==> src/rtl/serial_to_parallel_buf_if.sv <==
// Handshake bundle for serial_to_parallel_buf: beat input side, group output side.
// master = producer/consumer environment, slave = the buffer itself.
interface serial_to_parallel_buf_if #(
    parameter int WIDTH  = 32,
    parameter int N_OUTS = 4
);
    localparam int CW = $clog2(N_OUTS + 1);

    logic                    in_valid;
    logic                    in_ready;
    logic [WIDTH-1:0]        in_data;
    logic                    flush;
    logic                    out_valid;
    logic                    out_ready;
    logic [N_OUTS*WIDTH-1:0] out_data;
    logic [CW-1:0]           out_count;

    modport master (
        output in_valid, in_data, flush, out_ready,
        input  in_ready, out_valid, out_data, out_count
    );

    modport slave (
        input  in_valid, in_data, flush, out_ready,
        output in_ready, out_valid, out_data, out_count
    );
endinterface

==> src/rtl/serial_to_parallel_buf.sv <==
// Packs WIDTH-bit beats into groups of N_OUTS elements; flush closes a partial group.
// Optional S2P_DOUBLE_BUFFER_EN: two alternating fill banks for 1 beat/cycle throughput.
module serial_to_parallel_buf #(
    parameter int WIDTH  = 32,
    parameter int N_OUTS = 4
) (
    input logic                      clk,
    input logic                      rst,
    serial_to_parallel_buf_if.slave  bus
);
    localparam int CW = $clog2(N_OUTS + 1);
    localparam int PW = (N_OUTS > 1) ? $clog2(N_OUTS) : 1;
    localparam logic [PW-1:0] LAST_PTR = PW'(N_OUTS - 1);

    typedef logic [N_OUTS-1:0][WIDTH-1:0] bank_t;

    logic          in_ready_int;
    logic          out_valid_int;
    logic          accept;
    logic          closing;
    logic [CW-1:0] close_count;
    logic [PW-1:0] wr_ptr_q;
    bank_t         cur_bank;
    bank_t         fill_next;
    bank_t         out_data_q;
    logic [CW-1:0] out_count_q;

    assign accept        = bus.in_valid & in_ready_int;
    assign bus.in_ready  = in_ready_int;
    assign bus.out_valid = out_valid_int;
    assign bus.out_data  = out_data_q;
    assign bus.out_count = out_count_q;

    // A bank closes on its last beat, or on a flush that leaves at least one beat in it.
    always_comb begin
        // NOTE: every output gets a default first so no path leaves it unassigned (no latch).
        fill_next   = cur_bank;
        closing     = 1'b0;
        close_count = CW'(wr_ptr_q);
        if (accept) begin
            fill_next[wr_ptr_q] = bus.in_data;
            close_count         = CW'(wr_ptr_q) + CW'(1);
            closing             = (wr_ptr_q == LAST_PTR) || bus.flush;
        end else if (bus.flush && in_ready_int && (wr_ptr_q != '0)) begin
            closing = 1'b1;
        end
    end

    always_ff @(posedge clk or posedge rst) begin
        // NOTE: sequential state uses non-blocking assignments so all registers update together.
        if (rst) begin
            wr_ptr_q <= '0;
        end else if (closing) begin
            wr_ptr_q <= '0;
        end else if (accept) begin
            wr_ptr_q <= wr_ptr_q + PW'(1);
        end
    end

`ifdef S2P_DOUBLE_BUFFER_EN
    // Closed bank waits in pend when the output register is busy and not draining.
    bank_t         banks_q [2];
    logic          fill_sel_q;
    logic          pend_q;
    logic [CW-1:0] pend_count_q;
    logic          out_valid_q;
    logic          out_free;

    assign cur_bank      = banks_q[fill_sel_q];
    assign in_ready_int  = ~pend_q;
    assign out_valid_int = out_valid_q;
    assign out_free      = ~out_valid_q | bus.out_ready;

    always_ff @(posedge clk or posedge rst) begin
        if (rst) begin
            // NOTE: the banks are cleared on reset because unused elements must read as zero.
            banks_q      <= '{default: '0};
            fill_sel_q   <= 1'b0;
            pend_q       <= 1'b0;
            pend_count_q <= '0;
            out_valid_q  <= 1'b0;
            out_data_q   <= '0;
            out_count_q  <= '0;
        end else if (pend_q) begin
            if (bus.out_ready) begin
                out_data_q           <= banks_q[~fill_sel_q];
                out_count_q          <= pend_count_q;
                banks_q[~fill_sel_q] <= '0;
                pend_q               <= 1'b0;
            end
        end else if (closing) begin
            fill_sel_q <= ~fill_sel_q;
            if (out_free) begin
                out_data_q          <= fill_next;
                out_count_q         <= close_count;
                out_valid_q         <= 1'b1;
                banks_q[fill_sel_q] <= '0;
            end else begin
                banks_q[fill_sel_q] <= fill_next;
                pend_q              <= 1'b1;
                pend_count_q        <= close_count;
            end
        end else begin
            banks_q[fill_sel_q] <= fill_next;
            if (bus.out_ready) begin
                out_valid_q <= 1'b0;
            end
        end
    end
`else
    localparam logic [0:0] FILL = 1'b0;
    localparam logic [0:0] HOLD = 1'b1;

    logic [0:0] state_q;
    bank_t      bank_q;

    assign cur_bank      = bank_q;
    assign in_ready_int  = (state_q == FILL);
    assign out_valid_int = (state_q == HOLD);

    // The bank is zeroed as it closes, so it is already clean when FILL is re-entered.
    always_ff @(posedge clk or posedge rst) begin
        if (rst) begin
            // NOTE: the bank is cleared on reset because unused elements must read as zero.
            state_q     <= FILL;
            bank_q      <= '0;
            out_data_q  <= '0;
            out_count_q <= '0;
        end else begin
            case (state_q)
                FILL: begin
                    if (closing) begin
                        out_data_q  <= fill_next;
                        out_count_q <= close_count;
                        bank_q      <= '0;
                        state_q     <= HOLD;
                    end else begin
                        bank_q <= fill_next;
                    end
                end
                default: begin
                    if (bus.out_ready) begin
                        state_q <= FILL;
                    end
                end
            endcase
        end
    end
`endif

endmodule

==> src/flat_wrapper.sv <==
// flat-port wrapper written by rule: the top's interface ports become plain ports
module serial_to_parallel_buf_flat 
#(
    parameter int WIDTH  = 32,
    parameter int N_OUTS = 4
)
  (clk, rst, bus_in_valid, bus_in_data, bus_flush, bus_out_ready, bus_in_ready, bus_out_valid, bus_out_data, bus_out_count);
  serial_to_parallel_buf_if #(.WIDTH(WIDTH), .N_OUTS(N_OUTS)) bus_i ();
  input logic clk;
  input logic rst;
  input wire logic [$bits(bus_i.in_valid)-1:0] bus_in_valid;
  input wire logic [$bits(bus_i.in_data)-1:0] bus_in_data;
  input wire logic [$bits(bus_i.flush)-1:0] bus_flush;
  input wire logic [$bits(bus_i.out_ready)-1:0] bus_out_ready;
  output wire logic [$bits(bus_i.in_ready)-1:0] bus_in_ready;
  output wire logic [$bits(bus_i.out_valid)-1:0] bus_out_valid;
  output wire logic [$bits(bus_i.out_data)-1:0] bus_out_data;
  output wire logic [$bits(bus_i.out_count)-1:0] bus_out_count;
  assign bus_i.in_valid = bus_in_valid;
  assign bus_i.in_data = bus_in_data;
  assign bus_i.flush = bus_flush;
  assign bus_i.out_ready = bus_out_ready;
  assign bus_in_ready = bus_i.in_ready;
  assign bus_out_valid = bus_i.out_valid;
  assign bus_out_data = bus_i.out_data;
  assign bus_out_count = bus_i.out_count;
  serial_to_parallel_buf #(.WIDTH(WIDTH), .N_OUTS(N_OUTS)) u_core (.clk(clk), .rst(rst), .bus(bus_i));
endmodule
==> config.mk <==
export PLATFORM = sky130hd
export DESIGN_NAME = serial_to_parallel_buf_flat
export DESIGN_NICKNAME = d
export VERILOG_FILES = /design/src/rtl/serial_to_parallel_buf_if.sv /design/src/rtl/serial_to_parallel_buf.sv /design/src/flat_wrapper.sv
export SDC_FILE = /design/constraint.sdc
export NUM_CORES = 1
export LEC_CHECK = 0
export BUFFER_PORTS_ARGS = -buffer_cell sky130_fd_sc_hd__buf_2
export CORE_MARGIN = 3
export CORE_UTILIZATION = 62
export DETAILED_ROUTE_END_ITERATION = 7
export HOLD_SLACK_MARGIN = 0.08
export PLACE_DENSITY = 0.83
export SKIP_CTS_REPAIR_TIMING = 1
export SYNTH_ARGS = -nofsm -noshare
export SYNTH_HDL_FRONTEND = slang
export SYNTH_SLANG_ARGS = --single-unit
export TNS_END_PERCENT = 100
==> constraint.sdc <==
create_clock -name clk -period 22 [get_ports clk]
set_input_delay 1.1 -clock clk [delete_from_list [all_inputs] [get_ports clk]]
set_output_delay 1.1 -clock clk [all_outputs]
set_load 0.03 [all_outputs]
After elaboration in Yosys (flattened, before gate mapping)
Index checks and enable logic that the tools add are counted.
Storage, ports and cells
  word-level logic and storage cells: 38
  input port bits: 37
  register bits after elaboration: 262
  output and inout bits: 133
Cells by class
  add/subtract/negate cells: 2
  order comparisons: 2
  eq/ne operators: 1
  bitwise logic cells: 2
  reductions and logical operators: 7
  multiplexer cells: 13
Operator list (count)
  $mux 128: 2
  $bwmux 128: 1
  $demux 32 s2: 1
  $mux 32: 1
  $mux 1: 5
  $mux 2: 2
  $reduce_bool 2->1: 2
  $add 2x1->3 const B: 1
  $logic_and 1x1->1: 3
  $lt 2x3->1 const B: 1
  $mux 3: 1
  $add 2x1->2 const B: 1
  $eq 2x2->1 const B: 1
  $ge 2x1->1 const B: 1
  $reduce_and 2->1: 1
  $and 1x1->1: 1
  $logic_or 1x1->1: 1
  $not 1->1: 1

Logic depth before layout (Yosys ltp)
  depth after elaboration: 7
  mapped depth: 7
  depth with buffers taken out: 5

Worst setup path before layout
Ideal clock, no wire load.
  path type: input to register
  start point: input port bus_in_valid
  end point: register u_core.out_data_q, in the netlist u_core.bus.out_data[127]
  stages: 6
  buffers on the path: 3
  arrival time: 2.164 ns
  setup time: 0.128 ns
  slack: 19.708 ns
  cells stage by stage: buf_6 > o21ai_2 > a21oi_4 > buf_6 > buf_6 > mux2_1
Between the ends
  longest elaborated chain between the ends: 3
  elaborated cells between the ends (all ways): 4
Ends and longest elaborated chain
  from (decl): RTL line flat_wrapper.sv:11  | input wire logic [$bits(bus_i.in_valid)-1:0] bus_in_valid;
  $and 1x1->1 (*): RTL line serial_to_parallel_buf.sv:28  | assign accept = bus.in_valid & in_ready_int;
  $mux 1: RTL line serial_to_parallel_buf.sv:40  | if (accept) begin
  $reduce_and 2->1 (no line)
  to (signal assigned): RTL line serial_to_parallel_buf.sv:133  | out_data_q <= fill_next;
  to (decl): RTL line serial_to_parallel_buf.sv:25  | bank_t out_data_q;
Every way passes the cells marked *; elsewhere a longest branch is shown, timed or not.
A chain may end at the register's enable or synchronous reset.

Worst setup path after layout
  start point: register u_core.wr_ptr_q[0]
  end point: register u_core.out_data_q, in the netlist u_core.bus.out_data[35]
Between the ends
  longest elaborated chain between the ends: 6
  elaborated cells between the ends (all ways): 14
Ends and longest elaborated chain
  from (decl): RTL line serial_to_parallel_buf.sv:22  | logic [PW-1:0] wr_ptr_q;
  from (signal assigned): RTL line serial_to_parallel_buf.sv:56  | wr_ptr_q <= wr_ptr_q + PW'(1);
  $lt 2x3->1 (not written as such) or $ge 2x1->1 (tied branches): RTL line serial_to_parallel_buf.sv:41  | fill_next[wr_ptr_q] = bus.in_data;
  $logic_and 1x1->1 (not written as such): RTL line serial_to_parallel_buf.sv:41
  $mux 32 (not written as such): RTL line serial_to_parallel_buf.sv:41
  $demux 32 s2
  $bwmux 128: RTL line serial_to_parallel_buf.sv:41
  $mux 128: RTL line serial_to_parallel_buf.sv:40
Parallel ways exist; a longest one is shown, timed or not.

==> flow_summary.json <==
{
  "status": "complete, no violations",
  "die_area_um2": 20700,
  "synth_area_um2": 11800,
  "async_reset_ff_frac": 1.00,
  "cts_buffer_depth": 3,
  "synth_top_area_frac": 0.557,
  "multi_input_area_um2": 4800,
  "final_cells": 1177,
  "cp_max_fo": 68,
  "core_area_um2": 18300,
  "final_nets": 970,
  "grt_max_degree": 119,
  "fin_area_um2": 13500,
  "clk_latency_ps": 530,
  "hold_end": "u_core.bus.out_count[1]",
  "synth_area_leaders": "dfrtp_1 56%, mux2_2 18%, a22o_1 9.5%",
  "crit_chain": "inv_1, ha_1, nand2b_2, a21oi_4, buf_4, mux2_2",
  "slew_viol_final": 0,
  "root_buffer": "clkbuf_16",
  "dpl_cell_area_um2": 12600,
  "period_minus_slack_ps": 3150,
  "dp_cells": 1128,
  "dp_hpwl_um": 17000,
  "drtPass1Iterations": 4,
  "hold_start": "u_core.bus.out_count[1]",
  "reg2regPathDepth": 6,
  "clkSlewWorstSetupHoldPaths_ps": 60,
  "startpoint_type": "flip-flop",
  "critPathArrivalTime_ps": 3560,
  "synth_edf_count": 0,
  "synthFlopType": "dfrtp_1",
  "hold_class": "flip-flop to flip-flop",
  "crit_slowest_cell": "buf_4",
  "seqCellArea_um2": 6560,
  "holdWs_ps": 490,
  "syn_area_per_cell_um2": 15.1,
  "vias": 7362,
  "die_x_um": 144,
  "reg2reg_from": "u_core.wr_ptr_q[0]",
  "p_leak_nw": 7.22,
  "synth_nets": 819,
  "ant_nets": 0,
  "antenna_found_initial": 1,
  "critPathCaptureType": "flip-flop",
  "grt_overflow": 0,
  "r2r_slack_ps": 18850,
  "synth_warnings": 0,
  "max_freq_mhz": 317,
  "hold_violations": 0,
  "port_buffers": 169,
  "drt-initial-drc-count": 407,
  "fin_crit_sh": 0.143,
  "clkSinkCount": 262,
  "rows": 49,
  "fin_setup_tns_ps": 0,
  "synth_seq_cells": 262,
  "drive_gt1_frac": 0.520,
  "yosysMostFrequentCell": "dfrtp_1",
  "io_pins": 170,
  "yosysTopAreaCell": "dfrtp_1",
  "relSlewSlack": 0.279,
  "crit_buf_inv": 2,
  "synth_commonest_cells": "262 x dfrtp_1, 185 x mux2_2, 127 x a22o_1",
  "grt_pass1_wl_um": 43700,
  "gp_congestion": 0.753,
  "insertedDiodeCount": 0,
  "yosysSeqAreaShare": 0.557,
  "rr_endpoint": "u_core.bus.out_data[35]",
  "area_growth_pct": 14.9,
  "min_path_cells": 1,
  "cts_tree": "yes",
  "avgViaCountPerCell": 6.25,
  "fin_util": 0.740,
  "fillers": 1132,
  "tightest_slew_ps": 1080,
  "grt_pass1_vias": 7671,
  "htreeDepth": 1,
  "cpPeakStageDelay_ps": 940,
  "grtUsageTotal": 0.268,
  "drc": 0,
  "finClkSkew_ps": 10.4,
  "crit_required_ps": 22410,
  "die_y_um": 144,
  "synth_cell_type_count": 25,
  "worstSetupPathType": "flip-flop to flip-flop",
  "rsz0062_at_grt": "false",
  "setup_violations": 0,
  "initial_core_util": 0.644,
  "p_per_area_nw_per_um2": 142,
  "peakVddDrop_v": 0.0000852,
  "crit_family": "buffers and inverters",
  "maxCapViolations": 0,
  "syn_inst": 777,
  "wire_per_inst_um": 23.5,
  "totalWireLength_um": 27700,
  "cts_buffers": 27
}
-- cells by family after synthesis --
logic type,synth area share
xor gates and xnor gates,0.000745
muxes,0.270
DFF,0.557
buffers and inverters,0.0345
AOI/OAI and AO/OA,0.103
and+or+nand+nor,0.0295
adders and majority gates,0.00532
-- layout make-up --
cell class / count / share of cell area
flip-flops and latches: 262 / 0.485
multi-input cells: 451 / 0.355
repair buffers: 181 / 0.0692
clock buffers: 29 / 0.0520
well taps: 229 / 0.0212
clock inverters: 20 / 0.0154
inverters: 5 / 0.00194
-- layer usage --
layer / routed length (µm) / up-vias / share of wire / global-route usage
li1: - / 3178 / - / -
met1: 12000 / 3879 / 0.43 / 0.380
met2: 13400 / 258 / 0.48 / 0.438
met3: 1670 / 45 / 0.060 / 0.0406
met4: 552 / 2 / 0.020 / 0.0743
met5: 7 / - / 0.00025 / 0
-- registers in the layout, indices dropped and copies added, names as in the netlist --
signal / cells
u_core.bank_q: 128
u_core.bus.out_count: 3
u_core.bus.out_data: 128
u_core.bus.out_valid: 1
u_core.wr_ptr_q: 2
-- through the flow --
stage          setup slack [ps]  total power, W
3_5_place_dp              18350         0.00145
6_report                  18850         0.00192
2_1_floorplan             13690         0.00127
4_1_cts                   18830         0.00193
3_3_place_gp              18420         0.00143
5_1_grt                   18640         0.00201
-- power by group --
group	internal, W	total, W	switching [W]	leakage [nW]
Sequential	0.000623	0.000725	0.000102	3.58
Combinational	0.000310	0.000728	0.000417	3.18
Clock	0.000278	0.000470	0.000192	0.455
-- worst max path at each step --
stage,slack [ps],startpoint,end,cells after the start
after floorplan,13690,rst,u_core.bank_q[0],1
after global placement,18420,bus_in_valid,u_core.bus.out_data[67],5
after detailed placement,18350,bus_in_valid,u_core.bus.out_data[34],5
after CTS,18830,u_core.wr_ptr_q[0],u_core.bus.out_data[34],6
after global routing,18640,u_core.wr_ptr_q[0],u_core.bus.out_data[64],6
final,18850,u_core.wr_ptr_q[0],u_core.bus.out_data[35],6
-- placed cells by master, fill, tap and decap left out, drive strengths merged --
cell	synthesis	final
dfrtp	262	262
mux2	259	259
buf	55	181
a22o	127	127
nor2b	32	32
clkbuf	4	29
clkinv	0	13
and3	5	5
a21o	5	5
ha	5	5
nand3b	5	5
inv	5	5
bufinv	0	4
o21ai	4	4
o31ai	3	3
clkinvlp	0	3
and2	2	2
nand2b	1	1
a21oi	1	1
xnor2	1	1
nor2	1	1
-- worst reg2reg max path, stage by stage (launching register included) --
cell,delay (ps)
dfrtp_1,390
inv_1,100
ha_1,270
nand2b_2,270
a21oi_4,580
buf_4,940
mux2_2,480
No activity file was read; power rests on OpenSTA's default activity.
